==> src/rtl/arbitro_rr_rafaga_pkg.sv <==
// arbitro_rr_rafaga_pkg: shared state codes and sizes for the burst round-robin arbiter
package arbitro_rr_rafaga_pkg;
  localparam int NUM_SRC = 4;
  localparam int DEST_W = 2;
  typedef enum logic [1:0] {ST_IDLE = 2'd0, ST_SERVE = 2'd1} state_t;
endpackage

==> src/rtl/arbitro_rr_rafaga_rr_selector.sv <==
// rr_selector: combinational rotate-priority finder, first eligible source at or after start
module rr_selector
  import arbitro_rr_rafaga_pkg::*;
(
  input  logic [NUM_SRC-1:0] elig_i,
  input  logic [DEST_W-1:0]  start_i,
  output logic               found_o,
  output logic [DEST_W-1:0]  idx_o
);
  logic [DEST_W-1:0] cand;
  // scan from the farthest offset down so the nearest eligible source wins
  always_comb begin
    found_o = 1'b0;
    idx_o = '0;
    cand = '0;
    for (int k = NUM_SRC - 1; k >= 0; k--) begin
      cand = start_i + DEST_W'(k);
      if (elig_i[cand]) begin
        found_o = 1'b1;
        idx_o = cand;
      end
    end
  end
endmodule

==> src/rtl/arbitro_rr_rafaga.sv <==
// arbitro_rr_rafaga: burst round-robin arbiter moving words from 4 source FIFOs to 4 destination FIFOs
module arbitro_rr_rafaga
  import arbitro_rr_rafaga_pkg::*;
#(
  parameter int BURST = 4,
  parameter int CNT_W = 8
) (
  input  logic                        clk_i,
  input  logic                        reset_i,
  input  logic [NUM_SRC-1:0]          fifo_empty_i,
  input  logic [NUM_SRC-1:0]          almost_full_i,
  input  logic [NUM_SRC*DEST_W-1:0]   dest_vec_i,
  output logic [NUM_SRC-1:0]          pop_o,
  output logic [NUM_SRC-1:0]          push_o,
  output logic [DEST_W-1:0]           grant_id_o,
  output logic                        busy_o,
  output logic [CNT_W-1:0]            pop_count_o
);
  state_t state_q, state_d;
  logic [DEST_W-1:0] ptr_q, ptr_d, grant_q, start, idx, sel, dsel;
  logic [3:0] burst_q, burst_d, cnt_nxt;
  logic [CNT_W-1:0] count_q;
  logic [NUM_SRC-1:0] elig;
  logic serve, cont, found, take, last;
  // a source is eligible only if it has data and its head's destination can accept it
  always_comb begin
    elig = '0;
    for (int i = 0; i < NUM_SRC; i++)
      elig[i] = !fifo_empty_i[i] && !almost_full_i[dest_vec_i[DEST_W*i +: DEST_W]];
  end
  assign serve = state_q == ST_SERVE;
  assign cont = serve && elig[ptr_q] && burst_q < 4'(BURST);
  assign start = serve ? ptr_q + 2'd1 : ptr_q;
  rr_selector u_sel (
    .elig_i (elig),
    .start_i(start),
    .found_o(found),
    .idx_o  (idx)
  );
  assign take = !reset_i && (cont || found);
  assign sel = cont ? ptr_q : idx;
  assign cnt_nxt = cont ? burst_q + 4'd1 : 4'd1;
  assign last = cnt_nxt == 4'(BURST);
  // next state: keep serving until the burst fills, then hand the pointer to the following source
  always_comb begin
    state_d = take && !last ? ST_SERVE : ST_IDLE;
    ptr_d = !take ? ptr_q : last ? sel + 2'd1 : sel;
    burst_d = take && !last ? cnt_nxt : 4'd0;
  end
  // zero-latency transfer strobes in the decision cycle
  always_comb begin
    dsel = dest_vec_i[DEST_W*sel +: DEST_W];
    pop_o = take ? 4'b0001 << sel : 4'b0000;
    push_o = take ? 4'b0001 << dsel : 4'b0000;
  end
  // state, pointer, burst counter and registered status outputs
  always_ff @(posedge clk_i) begin
    if (reset_i) begin
      state_q <= ST_IDLE;
      ptr_q <= '0;
      burst_q <= '0;
      grant_q <= '0;
      count_q <= '0;
    end else begin
      state_q <= state_d;
      ptr_q <= ptr_d;
      burst_q <= burst_d;
      grant_q <= take ? sel : grant_q;
      count_q <= count_q + CNT_W'(take);
    end
  end
  assign grant_id_o = grant_q;
  assign busy_o = serve;
  assign pop_count_o = count_q;
endmodule

==> config.mk <==
export PLATFORM = sky130hd
export DESIGN_NAME = arbitro_rr_rafaga
export DESIGN_NICKNAME = d
export VERILOG_FILES = /design/src/rtl/arbitro_rr_rafaga_pkg.sv /design/src/rtl/arbitro_rr_rafaga_rr_selector.sv /design/src/rtl/arbitro_rr_rafaga.sv
export SDC_FILE = /design/constraint.sdc
export NUM_CORES = 1
export LEC_CHECK = 0
export BUFFER_PORTS_ARGS = -buffer_cell sky130_fd_sc_hd__buf_4
export CORE_MARGIN = 2
export CORE_UTILIZATION = 47
export DETAILED_ROUTE_END_ITERATION = 8
export GPL_ROUTABILITY_DRIVEN = 0
export GPL_TIMING_DRIVEN = 0
export PLACE_DENSITY = 0.77
export SLEW_MARGIN = 10
export SYNTH_ARGS = -nofsm -noshare
export SYNTH_HDL_FRONTEND = slang
export SYNTH_SLANG_ARGS = --single-unit
==> constraint.sdc <==
create_clock -name clk_i -period 2.5 [get_ports clk_i]
set_input_delay 0 -clock clk_i [delete_from_list [all_inputs] [get_ports clk_i]]
set_output_delay 0 -clock clk_i [all_outputs]
set_load 0.01 [all_outputs]
## Word-level counts from Yosys, hierarchy flattened

Index checks and enable logic that the tools add are counted.

| operators by class | value |
|---|---|
| div/mod/pow operators | 0 |
| $lt $le $gt $ge | 10 |
| $mul | 0 |
| equality and inequality tests | 2 |
| shifts and indexed selects | 3 |
| multiplexer cells | 33 |
| reductions and logical operators | 20 |
| bitwise logic cells | 1 |
| add/subtract/negate cells | 7 |

Operators with widths:

| operator | number |
|---|---|
| less-than comparator 2 x 3 -> 1 bit, second input constant | 9 |
| binary-select mux 1 bit (select 2 bit) | 9 |
| two-way mux 1 bit | 14 |
| two-way mux 2 bit | 7 |
| two-way mux 4 bit | 3 |
| logical NOT 1 bit | 10 |
| adder 8 x 1 -> 8 bit | 1 |
| logical AND 1 bit | 8 |
| variable part select 8 x 4 -> 2 bit | 1 |
| << shifter 1 x 2 -> 4 bit, first input constant | 2 |
| adder 2 x 1 -> 2 bit, second input constant | 3 |
| adder 2 bit, second input constant | 2 |
| adder 4 x 1 -> 4 bit, second input constant | 1 |
| equality test 4 x 3 -> 1 bit, second input constant | 1 |
| less-than comparator 4 x 3 -> 1 bit, second input constant | 1 |
| equality test 2 x 1 -> 1 bit, second input constant | 1 |
| OR reduction 2 bit | 1 |
| logical OR 1 bit | 1 |
| inverter 1 bit | 1 |

| storage, ports and cells | value |
|---|---|
| register bits | 18 |
| bits in latches | 0 |
| RAM bits | 0 |
| bits of input ports | 18 |
| output and inout port bits | 19 |
| memories kept | 0 |
| ROM bits | 0 |
| word-level logic and storage cells | 81 |

## Depth between registers and ports, before layout

Gate-level depths: netlist of run 1.

| logic depth | value |
|---|---|
| depth in word-level cells | 15 |
| depth in mapped cells | 13 |
| depth with buffers taken out | 11 |

## Cells and area by module

From an unflattened synthesis of run 1, not the netlist that was laid out.

| second synthesis, totals | value |
|---|---|
| cells, all modules | 167 |
| area, all modules | 1397.6 um^2 |

By module, submodules not included:

| module | cells an instance | times used | area an instance (um^2) | seq. area each (um^2) |
|---|---|---|---|---|
| arbitro_rr_rafaga | 154 | 1 | 1320.0 | 340.3 |
| rr_selector | 13 | 1 | 77.6 | 0.0 |

## Least setup slack after synthesis of run 1

Ideal clock, no wire load.

| path | value |
|---|---|
| path type | register to register |
| from | register state_q[0] |
| to | register ptr_q[1] |
| setup slack | 42 ps |
| required time | 2430 ps |
| setup time | 70 ps |
| period minus slack after synthesis | 2458 ps |
| cell stages (with the launch flop) | 13 |
| arrival | 2388 ps |
| buffers on the path | 2 |
| cell sequence | dfxtp_1 > buf_4 > or2_1 > o21ai_2 > a221o_2 > a21oi_2 > o221ai_2 > or2_1 > buf_6 > ha_1 > nor2_1 > a21oi_1 > a21oi_1 |

| on the way | value |
|---|---|
| longest elaborated chain between the ends | 12 |
| elaborated cells on any way between the ends | 30 |
| those cells by class | add/sub: 4; eq/ne: 2; mux: 20; reduce/logical: 4 |

Ends and longest elaborated chain:

| item | line | source |
|---|---|---|
| from (decl) | arbitro_rr_rafaga.sv:19 | `state_t state_q, state_d;` |
| from (signal assigned) | arbitro_rr_rafaga.sv:65 | `state_q <= state_d;` |
| equality test 2 x 1 -> 1 bit (*) | arbitro_rr_rafaga.sv:31 | `assign serve = state_q == ST_SERVE;` |
| two-way mux 2 bit | arbitro_rr_rafaga.sv:33 | `assign start = serve ? ptr_q + 2'd1 : ptr_q;` |
| adder 2 bit | arbitro_rr_rafaga_rr_selector.sv:17 | `cand = start_i + DEST_W'(k);` |
| binary-select mux 1 bit (select 2 bit) | arbitro_rr_rafaga_rr_selector.sv:18 | `if (elig_i[cand]) begin` |
| two-way mux 1 bit (implied by the code) | arbitro_rr_rafaga_rr_selector.sv:18 |  |
| two-way mux 2 bit (4 in series) | arbitro_rr_rafaga_rr_selector.sv:18 |  |
| two-way mux 2 bit | arbitro_rr_rafaga.sv:41 | `assign sel = cont ? ptr_q : idx;` |
| adder 2 x 1 -> 2 bit | arbitro_rr_rafaga.sv:47 | `ptr_d = !take ? ptr_q : last ? sel + 2'd1 : sel;` |
| two-way mux 2 bit | arbitro_rr_rafaga.sv:47 |  |
| to (signal assigned) | arbitro_rr_rafaga.sv:66 | `ptr_q <= ptr_d;` |
| to (decl) | arbitro_rr_rafaga.sv:20 | `logic [DEST_W-1:0] ptr_q, ptr_d, grant_q, start, idx, sel, dsel;` |

Mark *: on every way between the ends. The rest lies on a longest branch, timed or not. The select of a mux whose other input is x is not followed.
A chain may end at the register's enable or synchronous reset.

## Worst setup path in the final report of run 1

| path | value |
|---|---|
| from | register ptr_q[0] |
| to | output push_o[2] |

| on the way | value |
|---|---|
| longest elaborated chain between the ends | 13 |
| elaborated cells on any way between the ends | 31 |
| those cells by class | add/sub: 4; shift: 2; mux: 21; reduce/logical: 4 |

Ends and longest elaborated chain:

| item | line | source |
|---|---|---|
| adder 2 x 1 -> 2 bit | arbitro_rr_rafaga.sv:33 |  |
| two-way mux 2 bit | arbitro_rr_rafaga.sv:33 |  |
| adder 2 bit | arbitro_rr_rafaga_rr_selector.sv:17 |  |
| binary-select mux 1 bit (select 2 bit) | arbitro_rr_rafaga_rr_selector.sv:18 |  |
| two-way mux 1 bit (implied by the code) | arbitro_rr_rafaga_rr_selector.sv:18 |  |
| two-way mux 2 bit (4 in series) | arbitro_rr_rafaga_rr_selector.sv:18 |  |
| two-way mux 2 bit | arbitro_rr_rafaga.sv:41 |  |
| variable part select 8 x 4 -> 2 bit | arbitro_rr_rafaga.sv:52 | `dsel = dest_vec_i[DEST_W*sel +: DEST_W];` |
| << shifter 1 x 2 -> 4 bit | arbitro_rr_rafaga.sv:54 | `push_o = take ? 4'b0001 << dsel : 4'b0000;` |
| two-way mux 4 bit (*) | arbitro_rr_rafaga.sv:54 |  |
| to (decl) | arbitro_rr_rafaga.sv:14 | `output logic [NUM_SRC-1:0] push_o,` |

Marked as above.

==> results.py, run 1 <==
metrics = {
    "status": {
        "status": "finished with violations",
        "violations": "setup timing",
    },
    "clocking": {
        "clkSinkCount": 17,
        "root_buffer": "clkbuf_4",
        "htree_levels": 1,
        "worstSkewPairLatency_ns": 0.30,
        "cts_buffers": 3,
        "clk_path_buf_depth": 2,
        "clkTransAtPathRegs_ns": 0.11,
        "cts_tree": "built",
    },
    "setup_path": {
        "crit_path_end": "push_o[2]",
        "r2r-start": "state_q[0]",
        "cp-startpoint": "ptr_q[0]",
        "critPathLaunchType": "flip-flop",
        "crit_path_end_kind": "output port",
        "r2r_end": "ptr_q[1]",
        "arrival_ns": 2.63,
        "cp_max_fo": 5,
        "rrSetupSlack_ns": -0.02,
        "crit_required_ns": 2.50,
        "crit_type": "flip-flop to output port",
        "rr_worst_depth": 12,
    },
    "die": {
        "ios": 37,
        "row_count": 19,
        "core_area_um2": 2781,
        "initial_core_util": 0.4966,
        "die_h_um": 58.21,
        "die_area_um2": 3388,
        "die_w_um": 58.21,
    },
    "timing": {
        "finalCritPeriodShare": 1.050,
        "setup_viol": 8,
        "fmax_mhz": 380.8,
        "rsz0062_at_grt": "yes",
        "slew_violations": 0,
        "skew_ns": 0.01223,
        "hold_violations": 0,
        "min_period_ns": 2.626,
        "holdWs_ns": 0.4272,
        "setup_ws_ns": -0.1260,
    },
    "pwr": {
        "vdd_ir_drop_max_mv": 0.4336,
        "comb_power_share": 0.552,
        "p_sw_frac": 0.3803,
        "p_sw_uw": 387.3,
        "seqPwrFrac": 0.302,
        "clock_power_share": 0.146,
        "p_int_uw": 631.1,
        "powerDensity_nw_per_um2": 515.1,
        "p_leak_uw": 0.0008821,
    },
    "yosys": {
        "synth_cell_types": 52,
        "synth_warnings": 0,
        "ys_ff_latch": 17,
        "synthCells": 162,
        "syn_avg_cell_area_um2": 8.527,
        "netlist_area_um2": 1381,
        "ys_seq_area_frac": 0.2464,
        "syn_nets": 185,
    },
    "min_path": {
        "hp-class": "input pin to flip-flop",
        "min_from": "reset_i",
    },
    "layout": {
        "nets": 238,
        "antenna-diode-count": 0,
        "final_util": 0.7108,
        "syn_to_final_growth_pct": 43.12,
        "final_cell_mix": "44 x buf_4, 15 x nor2_1, 14 x nand2_1, 14 x dfxtp_1, 11 x nand3_1",
        "mostFrequentLayoutCell": "buf_4",
        "drive_above_1_share": 0.4439,
        "finalInstanceArea_um2": 1977,
        "fin_cells": 245,
    },
    "global_route": {
        "antenna_found_initial": 0,
        "grt_overflow_total": 0,
        "grt_pass1_wl_mm": 6.237,
        "grt_usage": 0.2331,
        "grt_pass1_vias": 1388,
        "grt_max_degree": 11,
    },
    "drt": {
        "antenna_left": 0,
        "first_pass_iters": 4,
        "drtIter0Drc": 21,
        "wl_per_cell_um": 15.38,
        "vias": 1412,
        "wirelength_mm": 3.767,
        "vias_per_cell": 5.763,
        "route.detailed.drc": 0,
    },
    "placed_design": {
        "dp.final_hpwl_mm": 2.726,
        "placedCellCount": 229,
        "port_buffers": 36,
        "placed_area_um2": 1690,
    },
    "flow_run": {
        "drv_cap": 0,
    },
}
==> critical path, stage by stage (launching register included) <==
cell and delay [ns]:
dfxtp_4 0.38, xor2_2 0.18, and2b_1 0.18, o2bb2ai_2 0.14, a221o_2 0.33, nand4b_1 0.13
a31oi_2 0.13, buf_6 0.16, buf_6 0.11, a211oi_4 0.26, buf_4 0.16, nor3_2 0.04
buf_4 0.14
==> per-stage QoR <==
stage	total power, µW	setup TNS, ns	worst slack [ns]
final	1018	-0.6898	-0.1260
after global routing	1077	-1.755	-0.2393
after CTS	967.2	-0.2516	-0.05623
after detailed placement	710.6	-0.09977	-0.09977
after global placement	694.9	-0.03374	-0.03374
after floorplan	592.2	0	0.04207
==> how the worst min path moves through the flow <==
stage                     endpoint  slack (ns)  cells after the start
global placement    pop_count_o[1]        0.20                      2
CTS                 pop_count_o[1]        0.43                      3
global route        pop_count_o[1]        0.45                      3
finish              pop_count_o[1]        0.43                      3
floorplan           pop_count_o[0]        0.07                      1
detailed placement  pop_count_o[1]        0.21                      2
==> power by group through the flow <==
stage | registers (µW) | clock network [µW] | logic (µW)
after floorplan | 312 | 0 | 280
after global placement | 309 | 0 | 386
after detailed placement | 310 | 0 | 401
after CTS | 308 | 151 | 508
after global routing | 311 | 161 | 605
final | 308 | 148 | 562
==> what timing repair did <==
| item | CTS | global route |
|---|---|---|
| pin swaps | 9 | 6 |
| hold endpoints to repair | 2 | 0 |
| cloned | 0 | 0 |
| endpoints found under the setup margin | 9 | 9 |
| gates resized for setup | 25 | 12 |
| hold buffers | 1 | 0 |
| setup buffers | 12 | 0 |
==> registers in the layout (all words and copies together) (netlist names) <==
signal       count
burst_q          4
grant_id_o       2
state_q          1
ptr_q            2
pop_count_o      8
==> layout make-up <==
type                    count  area, µm²
repair buffers             49      389.1
multi-input cells         136       1117
plain buffers               4      40.04
flip-flops and latches     17      349.1
clock inverters             1      5.005
inverters                   4      15.01
well taps                  31      38.79
fillers                   201      804.5
clock buffers               3      22.52
==> per-layer routing <==
metal	wire length [µm]	up-vias	share of wire	track usage
li1	-	688	-	-
met1	1538	675	0.41	0.2699
met2	1976	39	0.52	0.4545
met3	179	10	0.048	0.02455
met4	73	0	0.019	0.04983
met5	0	-	0	0
==> kinds of logic after synthesis <==
| kind of cell | Yosys count | synth area share |
|---|---|---|
| other | 1 | 0.002715 |
| xor gates and xnor gates | 8 | 0.05073 |
| adders and majority gates | 5 | 0.04529 |
| and+or+nand+nor | 72 | 0.2690 |
| AOI/OAI and AO/OA | 40 | 0.2609 |
| muxes | 10 | 0.08152 |
| DFF | 17 | 0.2464 |
| buffers and inverters | 9 | 0.04347 |
==> synthesized netlist by cell type, drive strengths merged <==
cell type	count	share of area
nand3	12	0.043
a221oi	1	0.011
nand4	1	0.0045
nand2	15	0.041
o21a	1	0.0054
nor3b	1	0.0054
o21ai	7	0.028
a22oi	4	0.045
clkbuf	1	0.010
or2b	1	0.0054
o22a	1	0.0072
nand4b	1	0.0063
o2111ai	1	0.0063
o2bb2ai	1	0.011
a22o	1	0.0063
a2bb2oi	3	0.019
o221ai	1	0.011
o211ai	2	0.011
and2	5	0.023
ha	5	0.045
a221o	1	0.0082
inv	4	0.011
nor2	16	0.043
a21o	2	0.012
and4	1	0.0072
a211oi	3	0.020
nor2b	5	0.023
nor3	4	0.018
xnor2	3	0.019
and3	3	0.014
buf	4	0.023
mux2i	10	0.082
xor2	5	0.032
a21oi	9	0.038
and2b	4	0.022
dfxtp	17	0.25
conb	1	0.0027
o211a	1	0.013
a31oi	1	0.0091
or2	3	0.014
No activity file was read; power rests on OpenSTA's default activity.
==> run 2: changes to the inputs <==
- CORE_MARGIN: 2 -> unset
==> run 2 against run 1 <==
Effect of this change:
- the flow still finishes with violations (setup timing)
- critical path depth up 1
- die area down 6.8%
- final cell count down 0.41%
- worst hold slack better by 0.0096 ns
- global-route usage up 1.5 points
- first-iteration DRC count rose to 2.7 times the previous value
- largest cell class unchanged
==> results.py, run 2 (synthesis gave the netlist of run 1 again) <==
metrics = {
    "layout": {
        "drive_above_1_share": 0.4507,
        "nets": 237,
        "layout.area.seq_um2": 349.1,
        "multi_input_area_um2": 1111,
        "mostFrequentLayoutCell": "buf_4",
        "largest_reg_flops": 8,
        "final_cell_mix": "42 x buf_4, 15 x nor2_1, 14 x dfxtp_1",
        "fill_cells": 214,
        "finalInstanceArea_um2": 1973,
        "syn_to_final_growth_pct": 42.84,
        "antenna-diode-count": 0,
    },
    "global_route": {
        "grt_usage": 0.2482,
        "grt_overflow_total": 0,
        "antenna_found_initial": 0,
        "grt_max_degree": 11,
        "grt_pass1_vias": 1394,
        "grt_pass1_wl_mm": 6.292,
    },
    "die": {
        "die_w_um": 56.21,
        "core_area_um2": 2781,
        "ios": 37,
        "row_count": 19,
        "initial_core_util": 0.4966,
        "die_area_um2": 3160,
        "die_h_um": 56.21,
    },
    "setup_path": {
        "rr_worst_depth": 13,
        "r2r_end": "ptr_q[1]",
        "crit_required_ns": 2.50,
        "arrival_ns": 2.67,
        "crit_path_end_kind": "output port",
        "cp_max_fo": 5,
        "r2r-start": "state_q[0]",
        "rrSetupSlack_ns": -0.11,
        "crit_top_cell": "buf_6",
        "critPathSlowestCell": "dfxtp_4",
        "crit_type": "flip-flop to output port",
        "worst_path_largest_cell_delay_ns": 0.37,
        "path_cells": "buf_6 > or2_4 > mux2i_4 > nand2_2 > and4_4 > a21oi_4 > o221ai_2 > or2_1 > buf_6 > inv_4 > ha_4 > and2_4 > buf_6",
        "critPathLaunchType": "flip-flop",
    },
    "clocking": {
        "clkSinkCount": 17,
        "root_buffer": "clkbuf_4",
        "clkTransAtPathRegs_ns": 0.10,
        "htree_levels": 1,
        "worstSkewPairLatency_ns": 0.29,
        "cts_buffers": 3,
        "cts_tree": "built",
        "clk_path_buf_depth": 2,
    },
    "status": {
        "violations": "setup timing",
        "status": "finished with violations",
    },
    "drt": {
        "wirelength_mm": 3.887,
        "first_pass_iters": 4,
        "route.detailed.drc": 0,
        "drtIter0Drc": 56,
        "vias_per_cell": 5.910,
        "vias": 1442,
        "wl_per_cell_um": 15.93,
        "antenna_left": 0,
    },
    "min_path": {
        "holdPathEnd": "pop_count_o[1]",
        "hp-class": "input pin to flip-flop",
        "hold_path_depth": 3,
        "min_from": "reset_i",
    },
    "placed_design": {
        "placed_area_um2": 1690,
        "dp.final_hpwl_mm": 2.759,
        "port_buffers": 36,
        "dpl_worst_slack_ns": -0.1022,
    },
    "timing": {
        "holdWs_ns": 0.4368,
        "setup_viol": 10,
        "tns_ns": -1.123,
        "setup_ws_ns": -0.1671,
        "rsz0062_at_grt": "yes",
        "slew_violations": 0,
        "min_period_ns": 2.667,
        "finalCritPeriodShare": 1.067,
        "hold_violations": 0,
        "fmax_mhz": 374.9,
        "skew_ns": 0.006759,
    },
    "flow_run": {
        "drv_cap": 0,
    },
    "pwr": {
        "p_leak_uw": 0.0008740,
        "vdd_ir_drop_max_mv": 0.4445,
        "powerDensity_nw_per_um2": 507.8,
    },
}
## run 2: cell types whose count changed in the layout (fill, tap and decap cells not counted), moves of 2 or more
cell,before,now
a2bb2oi_2,0,2
a2bb2oi_4,2,0
buf_4,44,42
buf_6,6,8
ha_4,0,2
nand2_1,14,12
nand2_2,1,3
## run 2: area by class of cell
cell class	instances	area share
Clock inverter	1	0.002536
Multi-Input combinational cell	136	0.5631
Timing Repair Buffer	47	0.1915
Tap cell	31	0.01966
Clock buffer	3	0.01141
Sequential cell	17	0.1769
Buffer	5	0.02600
Inverter	4	0.008878
## run 2: worst max path at each step
stage	from	to	slack [ns]	depth (start not counted)
after floorplan	state_q[0]	ptr_q[1]	0.04	12
after global placement	state_q[0]	ptr_q[1]	-0.05	13
after detailed placement	state_q[0]	ptr_q[1]	-0.10	13
after CTS	state_q[0]	pop_o[1]	-0.07	13
after global routing	state_q[0]	pop_o[1]	-0.32	13
final	state_q[0]	pop_o[1]	-0.17	13
## run 2: critical path: cells and delay by family, from the launching register on
family	cells	cell delay, ns
AOI/OAI and AO/OA	2	0.28
adders and majority gates	1	0.12
buffers and inverters	4	0.43
DFF	1	0.37
muxes	1	0.21
and+or+nand+nor	5	0.96
## run 2: power breakdown
group / total [µW] / switching [µW] / internal [µW]
Combinational: 551 / 283 / 268
Sequential: 309 / 19.6 / 289
Clock: 142 / 82.4 / 59.5
Total: 1000 / 385 / 617
## run 2: repair_timing
| item | in CTS | in global routing |
|---|---|---|
| gates resized for setup | 33 | 8 |
| hold buffers | 1 | 0 |
| setup buffers | 7 | 3 |
| setup endpoints to repair | 9 | 11 |
| endpoints found under the hold margin | 2 | 0 |
| pin swaps | 10 | 5 |
## run 2: per-layer routing
metal	routed length [µm]	global-route usage	part of all wire	vias to the layer above
met5	0	0	0	-
met4	111	0.08014	0.029	0
met3	184	0.02326	0.047	13
met2	2070	0.4592	0.53	59
met1	1520	0.2980	0.39	685
li1	-	-	-	685
## run 2: stage by stage
stage	power (µW)	util	cells
after floorplan	592.2	-	162
after global placement	694.7	0.6077	229
after detailed placement	712.0	0.6077	229
after CTS	950.2	0.6874	241
after global routing	1075	0.7094	244
final	1002	0.7094	244
==> run 3: changes to the inputs <==
- clock period: 2.5 -> 2.15 ns (I/O delays scaled with it)
==> run 3 against run 2 <==
Effect of this change:
- the flow still finishes with violations (setup timing)
- critical path depth unchanged
- sequential share of layout area about the same
- clock power grew 17%
- setup slack worse by 0.26 ns
- sequential cell count is the same
- non-clock buffer count down 3
- final cell count is 1.2% lower
==> results.py, run 3 (synthesis gave the netlist of run 1 again) <==
metrics = {
    "status": {
        "status": "finished with violations",
        "violations": "setup timing",
    },
    "pwr": {
        "powerDensity_nw_per_um2": 589.2,
        "p_leak_uw": 0.0008620,
        "vdd_ir_drop_max_mv": 0.4927,
    },
    "drt": {
        "drtIter0Drc": 42,
        "vias_per_cell": 5.793,
        "antenna_left": 0,
        "first_pass_iters": 4,
        "wirelength_mm": 3.640,
        "vias": 1396,
        "route.detailed.drc": 0,
        "wl_per_cell_um": 15.10,
    },
    "setup_path": {
        "cp_max_fo": 5,
        "crit_required_ns": 2.15,
        "critPathLaunchType": "flip-flop",
        "rr_worst_depth": 13,
        "crit_path_end_kind": "output port",
        "crit_type": "flip-flop to output port",
        "arrival_ns": 2.58,
    },
    "die": {
        "row_count": 19,
        "die_area_um2": 3160,
        "core_area_um2": 2781,
        "initial_core_util": 0.4966,
        "die_w_um": 56.21,
        "die_h_um": 56.21,
        "ios": 37,
    },
    "layout": {
        "antenna-diode-count": 0,
        "finalInstanceArea_um2": 1978,
        "fin_cells": 241,
        "nets": 234,
        "largest_reg_flops": 8,
        "final_cell_mix": "39 x buf_4, 14 x dfxtp_1, 13 x nor2_1, 13 x nand2_1, 11 x nand3_1",
        "drive_above_1_share": 0.4667,
        "syn_to_final_growth_pct": 43.21,
        "final_util": 0.7112,
        "mostFrequentLayoutCell": "buf_4",
    },
    "timing": {
        "slew_violations": 0,
        "fmax_mhz": 387.7,
        "hold_violations": 0,
        "tns_ns": -3.586,
        "rsz0062_at_grt": "yes",
        "finalCritPeriodShare": 1.200,
        "skew_ns": 0.01098,
        "setup_viol": 10,
        "min_period_ns": 2.579,
        "setup_ws_ns": -0.4290,
    },
    "min_path": {
        "hp-class": "input pin to flip-flop",
        "hold_path_depth": 3,
    },
    "flow_run": {
        "drv_cap": 0,
    },
    "placed_design": {
        "dp.final_hpwl_mm": 2.740,
        "port_buffers": 36,
        "placed_area_um2": 1729,
        "placedCellCount": 229,
    },
    "global_route": {
        "antenna_found_initial": 0,
        "grt_usage": 0.2390,
        "grt_overflow_total": 0,
        "grt_pass1_vias": 1421,
        "grt_max_degree": 11,
        "grt_pass1_wl_mm": 5.975,
    },
    "clocking": {
        "clk_path_buf_depth": 2,
        "cts_tree": "built",
        "clkTransAtPathRegs_ns": 0.10,
        "cts_buffers": 3,
        "clkSinkCount": 17,
        "worstSkewPairLatency_ns": 0.30,
        "htree_levels": 1,
        "root_buffer": "clkbuf_4",
    },
}
==> run 3: path summary, 6_finish.rpt <==
kind                 start              to  slack (ns)
min reg2reg  grant_id_o[1]   grant_id_o[1]        0.47
max reg2reg       ptr_q[0]        ptr_q[1]       -0.32
min                reset_i  pop_count_o[1]        0.45
max               ptr_q[0]        pop_o[1]       -0.43
==> run 3: repair_timing <==
action,4_1_cts,5_1_grt
endpoints found under the hold margin,2,0
endpoints found under the setup margin,10,14
buffers inserted,7,0
hold buffers,1,0
pin swaps,14,7
resized for setup,26,11
==> run 3: critical path, stage by stage, from the launching register on <==
cell and delay [ns]:
dfxtp_4 0.37, xor2_2 0.18, and2b_1 0.18, nand2_1 0.11, nand4_1 0.15, buf_4 0.17
o211ai_1 0.20, o221ai_2 0.15, or2_1 0.26, buf_6 0.14, inv_4 0.06, ha_4 0.12
and2_4 0.13, buf_6 0.09
==> run 3: metal layers <==
metal	global-route usage	share of wire	up-vias	routed length (µm)
met5	0	0	-	0
met4	0.1324	0.031	0	114
met3	0.03488	0.045	12	164
met2	0.4371	0.53	53	1946
met1	0.2612	0.39	652	1415
li1	-	-	679	-
==> run 3: through the flow <==
stage,total power (µW),hold slack (ns),setup WS (ns)
after floorplan,711.2,0.07161,-0.1800
after global placement,829.8,0.2045,-0.2920
after detailed placement,847.4,0.2049,-0.4230
after CTS,1120,0.4443,-0.3785
after global routing,1234,0.4547,-0.5189
final,1166,0.4503,-0.4290
==> run 3: area by class of cell <==
cell class / instances / area (µm²)
clock inverters: 1 / 5.005
well taps: 31 / 38.79
flip-flops and latches: 17 / 349.1
fillers: 197 / 803.3
plain buffers: 5 / 51.30
clock buffers: 3 / 22.52
inverters: 4 / 17.52
repair buffers: 44 / 351.6
multi-input cells: 136 / 1142
==> run 3: where the power goes <==
part | switching, µW | internal, µW
sequential | 22.0 | 336
clock | 97.0 | 69.3
combinational | 324 | 317
total | 443 | 722
